<file path="src/rtl/rv_plic_pkg.sv">
// Shared widths, types and helpers for the PLIC per-target arbitration slice.
package rv_plic_pkg;

    localparam int N_SOURCE = 32;
    localparam int MAX_PRIO = 7;
    localparam int PRIOW    = $clog2(MAX_PRIO + 1);
    localparam int SRCW     = $clog2(N_SOURCE);

    typedef logic [PRIOW-1:0] prio_t;
    typedef logic [SRCW-1:0]  id_t;

    function automatic logic [N_SOURCE-1:0] id_onehot(id_t id);
        logic [N_SOURCE-1:0] vec;
        vec     = '0;
        vec[id] = 1'b1;
        return vec;
    endfunction

endpackage

</file>
<file path="src/rtl/rv_plic_prio_tree.sv">
// Combinational max-tree over (priority, index) pairs; ties resolve to the lowest index.
module rv_plic_prio_tree #(
    parameter int N     = 32,
    parameter int PRIOW = 3,
    parameter int IDW   = 5
) (
    input  logic [N-1:0]     valid_i,
    input  logic [PRIOW-1:0] prio_i [N],
    output logic             valid_o,
    output logic [PRIOW-1:0] prio_o,
    output logic [IDW-1:0]   id_o
);

    localparam int NP    = 2 ** $clog2(N);
    localparam int NODES = 2 * NP - 1;

    // Heap layout: node k has children 2k+1 (lower indices) and 2k+2; leaves start at NP-1.
    logic             node_v  [NODES];
    logic [PRIOW-1:0] node_p  [NODES];
    logic [IDW-1:0]   node_id [NODES];

    always_comb begin
        for (int k = 0; k < NODES; k++) begin
            node_v[k]  = 1'b0;
            node_p[k]  = '0;
            node_id[k] = '0;
        end
        for (int i = 0; i < N; i++) begin
            node_v[NP-1+i]  = valid_i[i];
            node_p[NP-1+i]  = prio_i[i];
            node_id[NP-1+i] = IDW'(i);
        end
        // Left wins on equal priority, which yields the lowest-index tie-break.
        for (int k = NP - 2; k >= 0; k--) begin
            if (node_v[2*k+1] && (!node_v[2*k+2] || node_p[2*k+1] >= node_p[2*k+2])) begin
                node_v[k]  = node_v[2*k+1];
                node_p[k]  = node_p[2*k+1];
                node_id[k] = node_id[2*k+1];
            end else begin
                node_v[k]  = node_v[2*k+2];
                node_p[k]  = node_p[2*k+2];
                node_id[k] = node_id[2*k+2];
            end
        end
    end

    assign valid_o = node_v[0];
    assign prio_o  = node_p[0];
    assign id_o    = node_id[0];

endmodule

</file>
<file path="src/rtl/rv_plic_target_arb.sv">
// Per-target PLIC stage: masks pending sources, registers the winning ID and
// turns claim reads / complete writes into one-hot gateway pulses.
module rv_plic_target_arb #(
    parameter int N_SOURCE = rv_plic_pkg::N_SOURCE,
    parameter int MAX_PRIO = rv_plic_pkg::MAX_PRIO,
    parameter int PRIOW    = $clog2(MAX_PRIO + 1),
    parameter int SRCW     = $clog2(N_SOURCE)
) (
    input  logic                clk_i,
    input  logic                rst_ni,
    input  logic [N_SOURCE-1:0] ip_i,
    input  logic [N_SOURCE-1:0] ie_i,
    input  logic [PRIOW-1:0]    prio_i [N_SOURCE],
    input  logic [PRIOW-1:0]    threshold_i,
    input  logic                claim_re_i,
    output logic [SRCW-1:0]     claim_id_o,
    input  logic                complete_we_i,
    input  logic [SRCW-1:0]     complete_id_i,
    output logic                irq_o,
    output logic [SRCW-1:0]     irq_id_o,
    output logic [N_SOURCE-1:0] claim_o,
    output logic [N_SOURCE-1:0] complete_o
);

    logic                irq_q;
    logic [SRCW-1:0]     irq_id_q;
    logic [N_SOURCE-1:0] outstanding_q;
    logic [N_SOURCE-1:0] cand;
    logic                win_valid;
    logic [PRIOW-1:0]    win_prio;
    logic [SRCW-1:0]     win_id;
    logic                win_irq;

    // Masking with claim_o keeps the just-claimed ID out of the next registered winner.
    always_comb begin
        cand       = '0;
        claim_o    = '0;
        complete_o = '0;
        for (int i = 0; i < N_SOURCE; i++) begin
            claim_o[i]    = (i != 0) && claim_re_i && (irq_id_q == SRCW'(i));
            complete_o[i] = (i != 0) && complete_we_i && (complete_id_i == SRCW'(i))
                            && outstanding_q[i];
            cand[i]       = (i != 0) && ip_i[i] && ie_i[i] && !claim_o[i];
        end
    end

    rv_plic_prio_tree #(
        .N     (N_SOURCE),
        .PRIOW (PRIOW),
        .IDW   (SRCW)
    ) u_prio_tree (
        .valid_i (cand),
        .prio_i  (prio_i),
        .valid_o (win_valid),
        .prio_o  (win_prio),
        .id_o    (win_id)
    );

    // Threshold applied once at the root: the max exceeds it iff some candidate does,
    // and the max is then that candidate with the same tie-break.
    assign win_irq = win_valid && (win_prio > threshold_i);

    always_ff @(posedge clk_i or negedge rst_ni) begin
        if (!rst_ni) begin
            irq_q         <= 1'b0;
            irq_id_q      <= '0;
            outstanding_q <= '0;
        end else begin
            irq_q         <= win_irq;
            irq_id_q      <= win_irq ? win_id : '0;
            outstanding_q <= (outstanding_q & ~complete_o) | claim_o;
        end
    end

    assign irq_o      = irq_q;
    assign irq_id_o   = irq_id_q;
    assign claim_id_o = irq_id_q;

endmodule

</file>
<file path="config.mk">
export PLATFORM = sky130hd
export DESIGN_NAME = rv_plic_target_arb
export DESIGN_NICKNAME = d
export VERILOG_FILES = /design/src/rtl/rv_plic_pkg.sv /design/src/rtl/rv_plic_prio_tree.sv /design/src/rtl/rv_plic_target_arb.sv
export SDC_FILE = /design/constraint.sdc
export NUM_CORES = 1
export LEC_CHECK = 0
export BUFFER_PORTS_ARGS = -buffer_cell sky130_fd_sc_hd__buf_2
export CAP_MARGIN = 20
export CORE_MARGIN = 1.5
export CORE_UTILIZATION = 52
export DETAILED_ROUTE_END_ITERATION = 10
export GPL_TIMING_DRIVEN = 0
export PLACE_DENSITY_LB_ADDON = 0.25
export SLEW_MARGIN = 20
export SYNTH_ARGS = -nofsm -noshare
export SYNTH_HDL_FRONTEND = slang
export SYNTH_SLANG_ARGS = --single-unit
export TNS_END_PERCENT = 100
</file>
<file path="constraint.sdc">
create_clock -name clk_i -period 8.8 [get_ports clk_i]
set_input_delay 0.88 -clock clk_i [delete_from_list [all_inputs] [get_ports clk_i]]
set_output_delay 0.88 -clock clk_i [all_outputs]
set_load 0.03 [all_outputs]
</file>
==> run metrics, run 1 <==
status finished, final reports clean; Slew Limit Fails 0; post-route setup TNS 0 ns; Die W 115 um; post-layout util 69.3%; clock latency on the worst-skew pair 0.28 ns; Pwr Density 197 nW/um^2; final setup vio count 0; layout cells sized above 1 35.5%; Critical Path RT 8.99 ns; diode count 0; DRT antenna net count 0; crit path DAT 8.65 ns; initial core utilization 54.0%; met3 usage 3.27%; H-tree levels 2; core box area 12200 um^2; num ports 247; Hold Crit Class flop to flop; RD Place Congestion 0.938; global routing's busiest layer met2; Setup Skew 0.00474 ns; Initial DRC Count 494; TritonCTS buffer count 5; TritonCTS clock tree yes; fmax 118 MHz; initial antenna violation count 0; Yosys reg bits 37; gr usage total 28.5%; synth cell count leaders ha_1, inv_1, nand2_1, nor2_1, a21o_1; post-synthesis sequential area ratio 14.1%; Mapped Area 6570 um^2; kind of end point of the critical path flop; most common cell in the netlist ha_1; syn avg cell area 8.30 um^2; leakage 4.77 nW; Die H 115 um; Post-DP HPWL 16200 um; Post-synth EDFFs 0; post-synth top area cell ha_1; CTS clk-pin slew, worst paths 0.06 ns; Netlist cell types 80; crit-path max FO 6; I/O Buffers 239; post-synthesis cell count 791; actual slew at the worst max-slew pin 0.827 ns; DRC 0; via density per instance 5.77; CP max-delay cell or4b_4; largest stage delay on the critical path 0.56 ns; main area contributors after synthesis ha_1, dfrtp_1, mux2i_1; min cycle time layout 8.46 ns; Syn. warnings 0; Worst setup SP type primary input; clk sinks 37; DR pass1 iterations 5; nets 1323; kind of critical path primary input to flop; max_cap viols 0; vias in the first global route 6513; clock root cell clkbuf_16; final hold vios 0; DR WL/cell 16.1 um; Top cell by count, worst path a21o_1; peak supply drop 0.130 mV; GR Layer Usage met1 35.4%; GR Util met2 51.7%; num rows 40; Max-slew headroom 44.8%; largest net degree at the start of global routing 38; Longest Clk Path Bufs 2; WHS 0.467 ns; drt total wl 19700 um; total global routing overflow 0; Via Count 7084; Layout area overhead 28.4%; top cell type's share of synthesized area 17.7%; Die ar. 13300 um^2; ys async rst share 100%; first-pass GRT wire length 30600 um; top_reg_cell synth dfrtp_1; final worst-path cycle share 96.1%
metrics by stage:
stage	worst slack (ns)	instance area [um^2]	std cells	power, W
floorplan	0.342	6570	792	0.00106
global placement	-0.439	7980	1199	0.00129
detailed placement	-0.529	7980	1199	0.00132
CTS	0.0179	8220	1210	0.00156
global route	-0.0813	8430	1227	0.00178
finish	0.341	8430	1227	0.00166
cells in the final DEF, fill, tap and decap left out, drive strengths merged, types with 5 or more instances in the layout:
cell type,count
o21bai,11
a22oi,17
o32ai,19
nand2,66
a211oi,8
inv,85
nor3,5
nand2b,31
dfrtp,37
o31ai,6
and3,31
nor2b,7
clkbuf,12
o211ai,20
o21a,9
mux2i,49
a21oi,39
nor3b,7
ha,93
o21ai,30
nor2,60
mux2,19
buf,279
a21o,53
kinds of logic (layout without fill, tap and decap cells):
logic type                 after synthesis  count (layout)  synth area share (%)
AOI/OAI and AO/OA                      245             245                  29.6
and+or+nand+nor                        236             236                  19.6
buffers and inverters                  111             378                  7.79
adders and majority gates               93              93                  17.7
muxes                                   68              68                  11.1
DFF                                     37              37                  14.1
other                                    1               2                0.0571
cell type report:
class	instances	area [um^2]
Multi-Input combinational cell	644	5260
Fill cell	1069	3730
Timing Repair Buffer	261	1360
Sequential cell	37	927
Inverter	85	319
Tap cell	168	210
Buffer	24	178
Clock buffer	6	139
Clock inverter	2	37.5
what timing repair did:
item	4_1_cts	5_1_grt
buffers inserted	4	18
gates resized for setup	7	24
pin swaps	2	13
setup endpoints to repair	6	6
hold buffers	0	0
state kept, by name, summed over array words and instances (netlist names):
register       count
irq_o              1
outstanding_q     31
claim_id_o         5
power breakdown:
part	internal, W	leakage, nW	total (W)	switching [W]
Clock	0.000141	0.0831	0.000213	0.0000714
Combinational	0.000533	4.22	0.00115	0.000617
Sequential	0.000246	0.470	0.000299	0.0000529
metal layers:
layer	share of wire, %	vias up
li1	-	3463
met1	43	3283
met2	49	299
met3	6.0	39
met4	2.1	0
met5	0	-
path summary, 6_finish.rpt:
path                                    from           endpoint  slack (ns)  cells after the start
setup / recovery                  claim_re_i      claim_id_o[1]        0.34                     40
max in group asynchronous             rst_ni      claim_id_o[0]        7.53                      1
hold reg to reg            outstanding_q[22]  outstanding_q[22]        0.47                      1
setup reg to reg               claim_id_o[1]      claim_id_o[1]        0.47                     40
hold / removal             outstanding_q[22]  outstanding_q[22]        0.47                      1
min in group asynchronous             rst_ni  outstanding_q[20]        0.69                      1
worst max-delay path, delay by kind of cell:
| kind | cells | cell delay, ns |
|---|---|---|
| mux | 5 | 1.33 |
| simple gates | 9 | 1.64 |
| fa+ha+maj | 5 | 1.26 |
| buf+inv | 4 | 0.42 |
| compound gates | 17 | 3.05 |
No activity file was read; power rests on OpenSTA's default activity.
==> run 2: changes to the inputs <==
--- a/config.mk
+++ b/config.mk
@@ -15,5 +15,6 @@
 export SLEW_MARGIN = 20
 export SYNTH_ARGS = -nofsm -noshare
 export SYNTH_HDL_FRONTEND = slang
+export SYNTH_HIERARCHICAL = 1
 export SYNTH_SLANG_ARGS = --single-unit
 export TNS_END_PERCENT = 100
==> run metrics, run 2 <==
status finished, final reports clean; post-synth top area cell ha_1; crit-path max FO 10; clock latency on the worst-skew pair 0.28 ns; DR pass1 iterations 5; max reg flops 31; Initial DRC Count 490; clk sinks 37; Die ar. 13300 um^2; Post-DP HPWL 16400 um; total global routing overflow 0; RD Place Congestion 0.938; Layout area overhead 34.8%; kind of critical path primary input to flop; clock root cell clkbuf_16; Max-slew headroom 44.4%; largest stage delay on the critical path 0.53 ns; Mapped Area 6590 um^2; Longest Clk Path Bufs 2; Via Count 7382; most common cell in the netlist nand2_1; min cycle time layout 8.49 ns; clock power share 11.4%; Critical Path RT 8.96 ns; Fillers 1027; leakage 4.93 nW; Comb power frac 71.7%; drt total wl 20600 um; vias in the first global route 6634; Top cell by count, worst path ha_1; I/O Buffers 242; syn avg cell area 7.57 um^2; initial core utilization 54.1%; num rows 40; post-layout util 73.0%; first-pass GRT wire length 30600 um; largest net degree at the start of global routing 38; peak supply drop 0.191 mV; post-synthesis sequential area ratio 14.1%; core box area 12200 um^2; Slew Limit Fails 0; Setup crit start claim_re_i; Hold Crit Class flop to flop; Tot Pwr 0.00175 W; Flop pwr share 17.0%; Die W 116 um; Pwr Density 197 nW/um^2; Die H 116 um; DRC 0; commonest non-fill, non-tap cell in the layout buf_2; final setup vio count 0; gr usage total 28.3%; via density per instance 5.64; num ports 247; most frequent cells in the layout buf_2, nand2_1, ha_1; crit path to claim_id_o[1]; diode count 0; fmax 118 MHz; layout cells sized above 1 37.5%; top_reg_cell synth dfrtp_1; Sw Share 47.2%; DRT antenna net count 0; Post-synth EDFFs 0; Worst setup SP type primary input; top cell type's share of synthesized area 18.2%; register area 926 um^2; Switch Pwr 0.000824 W; DR WL/cell 15.7 um; TritonCTS clock tree yes; final worst-path cycle share 96.5%; RR Startpoint claim_id_o[4]; crit path DAT 8.65 ns; main area contributors after synthesis ha_1, dfrtp_1, nand2_1; Worst Reg2Reg Path Length in Cells 40; Biggest register outstanding_q; nets 1410; final hold vios 0; max_cap viols 0; synth cell count leaders nand2_1, ha_1, inv_1, nor2_1, a21o_1; initial antenna violation count 0; Setup Skew 0.00350 ns; Yosys reg bits 37; Netlist cell types 77; cell internal pwr 0.000923 W; actual slew at the worst max-slew pin 0.834 ns; H-tree levels 2; ys async rst share 100%; CP max-delay cell or4b_4; Syn. warnings 6; CTS clk-pin slew, worst paths 0.06 ns; post-synthesis cell count 870; TritonCTS buffer count 5; area of the multi-input gates 5690 um^2; FF-to-FF End claim_id_o[1]; flop2flop setup slack 0.40 ns; kind of end point of the critical path flop
[run 2: cell types whose count changed after synthesis, moves of 12 or more]
cell      before  now
o32ai_1       18    4
o21ai_0       28   10
mux2_2        15    3
nor2_1        58   91
nand2_1       65  124
nand2b_1      30   17
[run 2: stage by stage]
stage	instances	area [um^2]	TNS, ns	worst slack (ns)	hold slack, ns
floorplan	875	6600	0	0.0287	0.441
global placement	1285	8030	-5.95	-0.994	0.450
detailed placement	1285	8030	-6.47	-1.08	0.457
CTS	1294	8260	0	0.0121	0.469
global route	1310	8880	-0.379	-0.0823	0.479
finish	1310	8880	0	0.309	0.469
[run 2: layout make-up]
cell class,instances,area share [%]
inverter,94,4.00
timing repair buffer,263,15.4
tap,168,2.37
clock inverter,2,0.395
multi-input combinational,714,64.1
buffer,27,1.87
sequential,37,10.4
clock buffer,5,1.41
[run 2: how the worst min path moves through the flow]
stage | from | end | cells after the start
after floorplan | outstanding_q[11] | outstanding_q[11] | 1
after global placement | outstanding_q[29] | outstanding_q[29] | 1
after detailed placement | outstanding_q[20] | outstanding_q[20] | 1
after CTS | outstanding_q[20] | outstanding_q[20] | 1
after global routing | outstanding_q[2] | outstanding_q[2] | 1
final | outstanding_q[29] | outstanding_q[29] | 1
[run 2: kinds of logic after synthesis]
group	Yosys count	synth area share (%)
AOI/OAI and AO/OA	216	25.3
buffers and inverters	124	8.02
muxes	43	6.59
adders and majority gates	96	18.2
other	1	0.0569
DFF	37	14.1
and+or+nand+nor	353	27.7
[run 2: repair_timing]
item | CTS | global route
resized for setup | 12 | 111
buffers inserted | 2 | 19
setup endpoints to repair | 6 | 6
hold buffers | 0 | 0
pin swaps | 2 | 11
[run 2: power groups by stage]
| stage | Sequential (W) | Clock [W] | Combinational, W |
|---|---|---|---|
| after floorplan | 0.000298 | 0 | 0.000808 |
| after global placement | 0.000288 | 0 | 0.00106 |
| after detailed placement | 0.000292 | 0 | 0.00108 |
| after CTS | 0.000290 | 0.000197 | 0.00112 |
| after global routing | 0.000304 | 0.000209 | 0.00138 |
| final | 0.000297 | 0.000199 | 0.00125 |
[run 2: worst max-delay path, delay by kind of cell]
kind / cells / cell delay [ns]
simple gates: 11 / 1.99
buf+inv: 4 / 0.56
fa+ha+maj: 5 / 1.28
compound gates: 19 / 3.94
[run 2: per-layer routing]
| layer | track usage [%] | routed length, um | vias up |
|---|---|---|---|
| li1 | - | - | 3668 |
| met1 | 37.5 | 9040 | 3427 |
| met2 | 49.1 | 10000 | 255 |
| met3 | 3.24 | 1140 | 32 |
| met4 | 7.08 | 414 | 0 |
| met5 | 0 | 0 | - |
==> run 3: changes to the inputs <==
--- a/config.mk
+++ b/config.mk
@@ -8,9 +8,10 @@
 export BUFFER_PORTS_ARGS = -buffer_cell sky130_fd_sc_hd__buf_2
 export CAP_MARGIN = 20
 export CORE_MARGIN = 1.5
-export CORE_UTILIZATION = 52
+export CORE_UTILIZATION = 47
 export DETAILED_ROUTE_END_ITERATION = 10
 export GPL_TIMING_DRIVEN = 0
+export HOLD_SLACK_MARGIN = 0.06
 export PLACE_DENSITY_LB_ADDON = 0.25
 export SLEW_MARGIN = 20
 export SYNTH_ARGS = -nofsm -noshare
==> constraint.sdc (replaced) <==
create_clock -name clk_i -period 7.55 [get_ports clk_i]
set_input_delay 0.755 -clock clk_i [delete_from_list [all_inputs] [get_ports clk_i]]
set_output_delay 0.755 -clock clk_i [all_outputs]
set_load 0.03 [all_outputs]
==> run metrics, run 3 (synthesized netlist as in run 2, its figures left out) <==
core box area 13800 um^2; actual slew at the worst max-slew pin 0.948 ns; num rows 43; Max-slew headroom 36.2%; Pwr Density 257 nW/um^2; Tot Pwr 0.00270 W; register area 932 um^2; crit path to claim_id_o[3]; max reg flops 31; DP Worst Slack -1.24 ns; RR Startpoint claim_id_o[3]; num ports 247; layout cells sized above 1 48.8%; most frequent cells in the layout buf_2, buf_4, nand2_1; FF-to-FF End claim_id_o[3]; Cell Count, Final, Fillers Out 1434; DR pass1 iterations 5; unrepaired setup endpoints after global routing true; peak supply drop 0.269 mV; Initial DRC Count 653; Critical Path RT 7.70 ns; gr usage total 30.5%; via density per instance 5.83; Setup Skew 0.00472 ns; Flop pwr share 12.7%; instance count on the critical path 41; crit path buf inv count 5; Die ar. 14700 um^2; largest stage delay on the critical path 0.37 ns; DRC 0; first-pass GRT wire length 36300 um; cell family with most CP delay compound AO/OA/AOI/OAI gates; Worst setup SP type primary input; Placed Instances 1297; leakage 5.55 nW; final worst slack -0.444 ns; cell internal pwr 0.00144 W; total global routing overflow 0; DR WL/cell 17.7 um; Comb power frac 79.5%; Sw Share 46.6%; largest net degree at the start of global routing 38; RD Place Congestion 0.919; crit path DAT 8.15 ns; failing checks setup timing; Longest Clk Path Bufs 2; commonest non-fill, non-tap cell in the layout buf_2; I/O Buffers 242; kind of critical path primary input to flop; TritonCTS buffer count 5; clock root cell clkbuf_16; Hold Crit Class flop to flop; Die W 121 um; flop2flop setup slack -0.42 ns; Post-DP HPWL 16700 um; Via Count 8357; status finished, violations left; max_cap viols 0; initial antenna violation count 0; final worst-path cycle share 106%; clock latency on the worst-skew pair 0.28 ns; Worst Reg2Reg Path Length in Cells 40; initial core utilization 47.8%; drt total wl 25400 um; Biggest register outstanding_q; Die H 121 um; clk sinks 37; crit-path max FO 7; post-route setup TNS -2.60 ns; Layout area overhead 59.5%; Top cell by count, worst path ha_1; final hold vios 0; Setup crit start prio_i[74]; area of the multi-input gates 6420 um^2; DRT antenna net count 0; diode count 0; TritonCTS clock tree yes; H-tree levels 2; vias in the first global route 7699; CP max-delay cell or3_1; Switch Pwr 0.00126 W; fmax 125 MHz; CTS clk-pin slew, worst paths 0.06 ns; Slew Limit Fails 0; final setup vio count 6; clock power share 7.8%; nets 1522; Fillers 963; Post-CTS Hold Fix Bufs 0; kind of end point of the critical path flop; min cycle time layout 7.99 ns
run 3: area by class of cell:
class / instances / area share [%]
Multi-Input combinational cell: 714 / 61.1
Timing Repair Buffer: 375 / 21.4
Sequential cell: 37 / 8.87
Inverter: 94 / 3.38
Tap cell: 180 / 2.14
Buffer: 27 / 1.77
Clock buffer: 7 / 1.36
run 3: worst min-delay path by stage:
stage / depth (start not counted) / startpoint / endpoint / slack [ns]
floorplan: 1 / outstanding_q[11] / outstanding_q[11] / 0.44
global placement: 1 / outstanding_q[3] / outstanding_q[3] / 0.45
detailed placement: 1 / outstanding_q[3] / outstanding_q[3] / 0.46
CTS: 1 / outstanding_q[3] / outstanding_q[3] / 0.47
global route: 1 / outstanding_q[25] / outstanding_q[25] / 0.48
finish: 1 / outstanding_q[3] / outstanding_q[3] / 0.47
run 3: stage by stage:
stage | utilization [%] | area (um^2) | hold slack (ns)
4_1_cts | 71.5 | 9850 | 0.468
3_5_place_dp | 61.6 | 8480 | 0.457
6_report | 76.3 | 10500 | 0.466
3_3_place_gp | 61.6 | 8480 | 0.449
5_1_grt | 76.3 | 10500 | 0.481
2_1_floorplan | - | 7040 | 0.441
run 3: layer usage:
metal | vias to the layer above | track usage, % | wire, um
li1 | 3904 | - | -
met1 | 3933 | 37.2 | 9960
met2 | 423 | 54.8 | 12600
met3 | 97 | 3.85 | 1780
met4 | 0 | 11.0 | 1110
met5 | - | 0 | 0
run 3: power by group through the flow:
stage / combinational, W / sequential, W / clock (W)
3_5_place_dp: 0.00142 / 0.000342 / 0
3_3_place_gp: 0.00140 / 0.000338 / 0
2_1_floorplan: 0.00110 / 0.000350 / 0
4_1_cts: 0.00179 / 0.000338 / 0.000208
5_1_grt: 0.00230 / 0.000350 / 0.000223
6_report: 0.00215 / 0.000343 / 0.000211
run 3: worst reg2reg max path: cells and delay by family, from the launching register on:
| kind | cells | cell delay (ns) |
|---|---|---|
| buf+inv | 4 | 0.52 |
| flops | 1 | 0.49 |
| simple gates | 14 | 2.14 |
| mux | 2 | 0.63 |
| fa+ha+maj | 5 | 1.38 |
| compound gates | 15 | 2.69 |
run 3: repair_timing:
item / CTS / global route
pin swaps: 51 / 53
setup endpoints to repair: 6 / 6
setup buffers: 88 / 45
gates resized for setup: 118 / 64
